**src/rtl/seg_mux_display.sv**
```systemverilog
`default_nettype none
// ============================================================================
// Module      : seg_mux_display
// Description : Multiplexed seven-segment driver with frame-synchronous
//               double-buffered loading, per-digit blanking, decimal points
//               and 16-level PWM brightness. Optional leading-zero blanking
//               is enabled by defining LEADING_ZERO_BLANK_EN.
// Revision    : 1.0 - initial release
// ============================================================================
module seg_mux_display #(
    parameter int DIGITS         = 4,
    parameter int DIV_WIDTH      = 12,
    parameter bit SEG_ACTIVE_LOW = 1'b0,
    parameter bit EN_ACTIVE_LOW  = 1'b0
) (
    input  logic                  clk,
    input  logic                  rst,
    input  logic [4*DIGITS-1:0]   data,
    input  logic [DIGITS-1:0]     dp_in,
    input  logic [DIGITS-1:0]     blank_in,
    input  logic                  load,
    input  logic [3:0]            bright,
    output logic [6:0]            seg,
    output logic                  dp,
    output logic [DIGITS-1:0]     en,
    output logic                  frame_done
);

    localparam int                  c_IDX_W    = (DIGITS > 1) ? $clog2(DIGITS) : 1;
    localparam logic [c_IDX_W-1:0]  c_LAST_IDX = c_IDX_W'(DIGITS - 1);
    localparam logic [6:0]          c_SEG_OFF  = {7{SEG_ACTIVE_LOW}};
    localparam logic                c_DP_OFF   = SEG_ACTIVE_LOW;
    localparam logic [DIGITS-1:0]   c_EN_OFF   = {DIGITS{EN_ACTIVE_LOW}};

    // ------------------------------------------------------------------
    // Prescaler and digit scan
    // ------------------------------------------------------------------
    logic [DIV_WIDTH-1:0] r_cnt;
    logic [c_IDX_W-1:0]   r_idx;
    logic                 w_tick;
    logic                 w_wrap;

    assign w_tick = &r_cnt;
    assign w_wrap = w_tick && (r_idx == c_LAST_IDX);

    always_ff @(posedge clk) begin
        if (rst) begin
            r_cnt <= '0;
            r_idx <= '0;
        end else begin
            r_cnt <= r_cnt + DIV_WIDTH'(1);
            if (w_tick) begin
                r_idx <= (r_idx == c_LAST_IDX) ? '0 : r_idx + c_IDX_W'(1);
            end
        end
    end

    // ------------------------------------------------------------------
    // Double-buffered display contents
    // ------------------------------------------------------------------
    logic [4*DIGITS-1:0] r_pend_data;
    logic [DIGITS-1:0]   r_pend_dp;
    logic [DIGITS-1:0]   r_pend_blank;
    logic                r_pend_valid;
    logic [4*DIGITS-1:0] r_act_data;
    logic [DIGITS-1:0]   r_act_dp;
    logic [DIGITS-1:0]   r_act_blank;

    // A load coincident with the wrap still commits the previous pending
    // value; the new one waits in pending for the following wrap.
    always_ff @(posedge clk) begin
        if (rst) begin
            r_pend_data  <= '0;
            r_pend_dp    <= '0;
            r_pend_blank <= '0;
            r_pend_valid <= 1'b0;
            r_act_data   <= '0;
            r_act_dp     <= '0;
            r_act_blank  <= '0;
        end else begin
            if (w_wrap && r_pend_valid) begin
                r_act_data   <= r_pend_data;
                r_act_dp     <= r_pend_dp;
                r_act_blank  <= r_pend_blank;
                r_pend_valid <= 1'b0;
            end
            if (load) begin
                r_pend_data  <= data;
                r_pend_dp    <= dp_in;
                r_pend_blank <= blank_in;
                r_pend_valid <= 1'b1;
            end
        end
    end

    // ------------------------------------------------------------------
    // Leading-zero blanking
    // ------------------------------------------------------------------
    logic [DIGITS-1:0] w_lz_blank;

`ifdef LEADING_ZERO_BLANK_EN
    // w_zero_run[k] is set when nibbles k..DIGITS-1 are all zero
    logic [DIGITS:1] w_zero_run;

    assign w_zero_run[DIGITS] = 1'b1;
    assign w_lz_blank[0]      = 1'b0;

    for (genvar k = 1; k < DIGITS; k++) begin : g_lz
        assign w_zero_run[k] = w_zero_run[k+1] & (r_act_data[4*k +: 4] == 4'h0);
        assign w_lz_blank[k] = w_zero_run[k];
    end
`else
    assign w_lz_blank = '0;
`endif

    // ------------------------------------------------------------------
    // Selected digit, decode and PWM gating
    // ------------------------------------------------------------------
    logic [3:0]        w_nib;
    logic              w_dp_sel;
    logic              w_dark;
    logic [6:0]        w_seg_dec;
    logic              w_lit;
    logic              w_sel;
    logic [DIGITS-1:0] w_en_nxt;

    always_comb begin
        w_nib    = 4'h0;
        w_dp_sel = 1'b0;
        w_dark   = 1'b0;
        for (int k = 0; k < DIGITS; k++) begin
            if (r_idx == c_IDX_W'(k)) begin
                w_nib    = r_act_data[4*k +: 4];
                w_dp_sel = r_act_dp[k];
                w_dark   = r_act_blank[k] | w_lz_blank[k];
            end
        end
    end

    always_comb begin
        w_seg_dec = 7'b0000000;
        case (w_nib)
            4'h0: w_seg_dec = 7'b1111110;
            4'h1: w_seg_dec = 7'b0110000;
            4'h2: w_seg_dec = 7'b1101101;
            4'h3: w_seg_dec = 7'b1111001;
            4'h4: w_seg_dec = 7'b0110011;
            4'h5: w_seg_dec = 7'b1011011;
            4'h6: w_seg_dec = 7'b1011111;
            4'h7: w_seg_dec = 7'b1110000;
            4'h8: w_seg_dec = 7'b1111111;
            4'h9: w_seg_dec = 7'b1111011;
            4'hA: w_seg_dec = 7'b1110111;
            4'hB: w_seg_dec = 7'b0011111;
            4'hC: w_seg_dec = 7'b1001110;
            4'hD: w_seg_dec = 7'b0111101;
            4'hE: w_seg_dec = 7'b1001111;
            4'hF: w_seg_dec = 7'b1000111;
            default: w_seg_dec = 7'b0000000;
        endcase
    end

    // Duty cycle comes from the top nibble of the prescaler within a slot
    assign w_lit = (r_cnt[DIV_WIDTH-1 -: 4] < bright);
    assign w_sel = w_lit & ~w_dark;

    always_comb begin
        w_en_nxt = '0;
        for (int k = 0; k < DIGITS; k++) begin
            w_en_nxt[k] = w_sel && (r_idx == c_IDX_W'(k));
        end
    end

    // ------------------------------------------------------------------
    // Output registers with polarity applied
    // ------------------------------------------------------------------
    logic [DIGITS-1:0] r_en;
    logic [6:0]        r_seg;
    logic              r_dp;
    logic              r_frame_done;

    always_ff @(posedge clk) begin
        if (rst) begin
            r_en         <= c_EN_OFF;
            r_seg        <= c_SEG_OFF;
            r_dp         <= c_DP_OFF;
            r_frame_done <= 1'b0;
        end else begin
            r_en         <= w_en_nxt ^ c_EN_OFF;
            r_seg        <= (w_sel ? w_seg_dec : 7'b0000000) ^ c_SEG_OFF;
            r_dp         <= (w_sel & w_dp_sel) ^ c_DP_OFF;
            r_frame_done <= w_wrap;
        end
    end

    assign en         = r_en;
    assign seg        = r_seg;
    assign dp         = r_dp;
    assign frame_done = r_frame_done;

endmodule
`default_nettype wire

```
**config.mk**
```make
export PLATFORM = sky130hd
export DESIGN_NAME = seg_mux_display
export DESIGN_NICKNAME = d
export VERILOG_FILES = /design/src/rtl/seg_mux_display.sv
export SDC_FILE = /design/constraint.sdc
export NUM_CORES = 1
export LEC_CHECK = 0
export CORE_ASPECT_RATIO = 0.7
export CORE_MARGIN = 4
export CORE_UTILIZATION = 50
export CTS_BUF_LIST = sky130_fd_sc_hd__clkbuf_8
export CTS_CLUSTER_SIZE = 30
export DETAILED_ROUTE_END_ITERATION = 10
export PLACE_DENSITY = 0.74
export SYNTH_ARGS = -nofsm -noshare
export SYNTH_HDL_FRONTEND = slang
export SYNTH_SLANG_ARGS = --single-unit
```
**constraint.sdc**
```tcl
create_clock -name clk -period 4 [get_ports clk]
set_clock_uncertainty 0.05 [all_clocks]
set_input_delay 0.8 -clock clk [delete_from_list [all_inputs] [get_ports clk]]
set_output_delay 0.8 -clock clk [all_outputs]
set_load 0.05 [all_outputs]
```
==> impl_metrics.toml <==
[synth]
synth_seq_cells = 76
syn_inst = 359
synth_area_um2 = 3240
post_synth_main_area_contributors = "sky130_fd_sc_hd__dfxtp_1 47%, sky130_fd_sc_hd__mux2i_1 8.0%, sky130_fd_sc_hd__nand2_1 7.2%"
synth_fp_nets = 405
synth_simple_gate_area_share_pct = 20.4
synth-edff-count = 0
avgSynthCellArea_um2 = 9.03
synth.mux.area_fraction_pct = 8.03
synthesis.yosys.warnings = 0
synth_sequential_area_ratio_pct = 46.9
yosysUniqueCellTypes = 38
synth.top_cell.area_share_pct = 46.9
synth_ff_type = "sky130_fd_sc_hd__dfxtp_1"
synth_compound_area_share_pct = 11.7
yosys.area.top_type = "sky130_fd_sc_hd__dfxtp_1"
synth-adder-area-share_pct = 5.79
synth_async_sr_flop_share_pct = 0
synthXorXnorAreaFrac_pct = 2.43
dominant_combinational_cell_family_by_area_after_synthesis = "simple AND/OR/NAND/NOR gates"

[timing]
maxClockFrequency_mhz = 339
timing_max_transition_violations_final = 0
timing.slew.headroom_pct = 42.5
timing.final.crit_period_ns = 2.95
setup_viol = 0
grt_setup_unrepaired = "false"
timing_worst_slew_pin_value_ns = 0.860
totalNegativeSetupSlack_ns = 0
post-route-period-util_pct = 73.8
hold_viol = 0

[critical_path]
critical_path.startpoint_type = "register"
worstSetupPathType = "reg2reg"
reg2reg_slack_ns = 1.05
worst-endpoint-arrival_ns = 3.19
worstSetupEndpointType = "register"
crit_required_ns = 4.24
cp_max_fo = 21

[drt]
ant_nets = 0
drt_first_pass_iters = 4
vias = 2455
drtIter0Drc = 104
routed_via_density = 5.14
routed_wirelength_um = 6430
route.detailed.wl_per_inst_um = 13.5
post-route-drc-count = 0

[final_layout]
n_antenna_cell = 0
area_growth_syn_to_layout_pct = 20.1
post-route-cell-area_um2 = 3890
layout-drive-gt1-share_pct = 7.00
final_net_count = 441

[power]
leakage_nw = 1.49
power_switching_share_pct = 21.8
comb_power_share_pct = 7.0
p_sw_w = 0.000332
clkPwrFrac_pct = 41.0
power_per_cell_area_nw_per_um2 = 391
power.sequential.fraction_pct = 52.0
peak_ir_drop_on_the_vdd_network_mv = 0.161
power.internal_w = 0.00119

[grt]
overflow = 0
global_route_wire_length_before_repair_um = 10900
grt_util_all_layers_pct = 17.6
number_of_antenna_violations_at_the_first_check_in_global_routing = 0
via_count_of_the_first_global_routing_pass = 2286
grt_max_degree = 65

[clock_tree]
htree_levels = 3
post_cts_resized = 0
cts-buffers-inserted = 9
cts.reportedPaths.clkPinSlew_ns = 0.08
clock_sink_count = 76
tritoncts = "yes"
post-cts-setup-buffer-count = 0
ctsRootBufferMaster = "sky130_fd_sc_hd__clkbuf_8"
clock_path_buffers = 2
holdBufCountCts = 0
clock_insertion_delay_worst_skew_ns = 0.35

[status]
status = "finished clean"

[floorplanning]
start_util_pct = 51.9
die-height_um = 75.4
std_cell_rows = 24
die_area_um2 = 7850
floorplan.die.width_um = 104
io_pins = 44
core_area_um2 = 6250

[placement]
port_buffers = 43
placed_cell_area_um2 = 3670
hpwlAfterDp_um = 4580
gpl_congestion = 0.788

[job]
cap_violations = 0

[hold_path]
holdCritPathClass = "reg2reg"
critical path, cell delays in order (launching register included):
cell and delay, ns:
sky130_fd_sc_hd__dfxtp_1 0.39, sky130_fd_sc_hd__ha_1 0.61, sky130_fd_sc_hd__a211oi_1 0.11, sky130_fd_sc_hd__a211oi_1 0.70, sky130_fd_sc_hd__inv_1 0.24, sky130_fd_sc_hd__ha_1 0.29, sky130_fd_sc_hd__or3_1 0.37, sky130_fd_sc_hd__a21oi_1 0.14
cell type report:
cell class	instances	area, µm²
clock buffer	13	179
tap	78	97.6
sequential	76	1520
inverter	11	41.3
multi-input combinational	252	1570
fill	568	2350
clock inverter	3	42.5
timing repair buffer	45	440
power groups by stage:
stage / registers (W) / clock network [W] / logic [W]
2_1_floorplan: 0.000822 / 0 / 0.0000449
3_3_place_gp: 0.000807 / 0 / 0.000105
3_5_place_dp: 0.000808 / 0 / 0.000108
4_1_cts: 0.000790 / 0.000640 / 0.000108
5_1_grt: 0.000793 / 0.000678 / 0.000116
6_report: 0.000790 / 0.000623 / 0.000107
cells in the final DEF (no fill, tap or decap), types with 2 or more instances in the layout:
master,n
sky130_fd_sc_hd__a211o_1,2
sky130_fd_sc_hd__a211oi_1,6
sky130_fd_sc_hd__a211oi_2,2
sky130_fd_sc_hd__a21oi_1,34
sky130_fd_sc_hd__a221oi_1,3
sky130_fd_sc_hd__and2_1,5
sky130_fd_sc_hd__buf_4,2
sky130_fd_sc_hd__clkbuf_8,13
sky130_fd_sc_hd__clkdlybuf4s50_1,42
sky130_fd_sc_hd__dfxtp_1,76
sky130_fd_sc_hd__ha_1,15
sky130_fd_sc_hd__inv_1,11
sky130_fd_sc_hd__mux2i_1,26
sky130_fd_sc_hd__nand2_1,62
sky130_fd_sc_hd__nand2b_1,2
sky130_fd_sc_hd__nand3_1,4
sky130_fd_sc_hd__nand3b_1,6
sky130_fd_sc_hd__nand4_1,3
sky130_fd_sc_hd__nor2_1,41
sky130_fd_sc_hd__nor2b_1,5
sky130_fd_sc_hd__nor3_1,2
sky130_fd_sc_hd__nor3b_1,3
sky130_fd_sc_hd__o211ai_1,2
sky130_fd_sc_hd__o21ai_0,6
sky130_fd_sc_hd__o221a_2,2
sky130_fd_sc_hd__or3_1,3
sky130_fd_sc_hd__xnor2_1,3
sky130_fd_sc_hd__xor2_1,6
per-layer routing:
layer	global-route usage [%]	routed length, µm
met4	5.31	70
met5	0	0
met3	6.69	334
met1	23.8	3290
met2	26.6	2740
Yosys cell counts (2+ instances only):
cell	number
sky130_fd_sc_hd__dfxtp_1	76
sky130_fd_sc_hd__nand2_1	62
sky130_fd_sc_hd__nor2_1	41
sky130_fd_sc_hd__a21oi_1	34
sky130_fd_sc_hd__mux2i_1	26
sky130_fd_sc_hd__ha_1	15
sky130_fd_sc_hd__inv_1	11
sky130_fd_sc_hd__clkbuf_1	10
sky130_fd_sc_hd__a211oi_1	6
sky130_fd_sc_hd__buf_2	6
sky130_fd_sc_hd__nand3b_1	6
sky130_fd_sc_hd__o21ai_0	6
sky130_fd_sc_hd__xor2_1	6
sky130_fd_sc_hd__and2_1	5
sky130_fd_sc_hd__nor2b_1	5
sky130_fd_sc_hd__nand3_1	4
sky130_fd_sc_hd__a221oi_1	3
sky130_fd_sc_hd__buf_6	3
sky130_fd_sc_hd__nand4_1	3
sky130_fd_sc_hd__nor3b_1	3
sky130_fd_sc_hd__or3_1	3
sky130_fd_sc_hd__xnor2_1	3
sky130_fd_sc_hd__a211o_1	2
sky130_fd_sc_hd__a211oi_2	2
sky130_fd_sc_hd__nand2b_1	2
sky130_fd_sc_hd__nor3_1	2
sky130_fd_sc_hd__o211ai_1	2
sky130_fd_sc_hd__o221a_2	2
through the flow:
step	worst slack, ns	util (%)	cells	hold WS (ns)	power (W)
after floorplan	1.58	-	359	0.376	0.000866
after global placement	1.28	58.8	462	0.394	0.000913
after detailed placement	1.06	58.8	462	0.399	0.000916
after CTS	1.05	62.3	478	0.412	0.00154
after global routing	0.749	62.3	478	0.430	0.00159
final	1.05	62.3	478	0.412	0.00152
sequential cells by signal, indices dropped and copies added (netlist names), 4 cells and up:
| signal | count |
|---|---|
| r_pend_blank | 4 |
| r_pend_dp | 4 |
| en | 4 |
| r_act_blank | 4 |
| r_act_dp | 4 |
| r_pend_data | 16 |
| r_cnt | 12 |
| r_act_data | 16 |
| seg | 7 |
final timing paths:
path	from	end	cells past startpoint
setup / recovery	r_idx[0]	seg[6]	7
hold reg to reg	r_act_dp[1]	r_act_dp[1]	2
setup reg to reg	r_idx[0]	seg[6]	7
hold / removal	r_act_dp[1]	r_act_dp[1]	2
cells by family after synthesis:
kind of cell,after synthesis
buffers and inverters,31
adder cells (fa/ha/maj),15
AND/OR/NAND/NOR,143
XOR/XNOR,9
multiplexers,26
AO/OA/AOI/OAI,59
flip-flops,76
(Power assumes the default switching activity.)
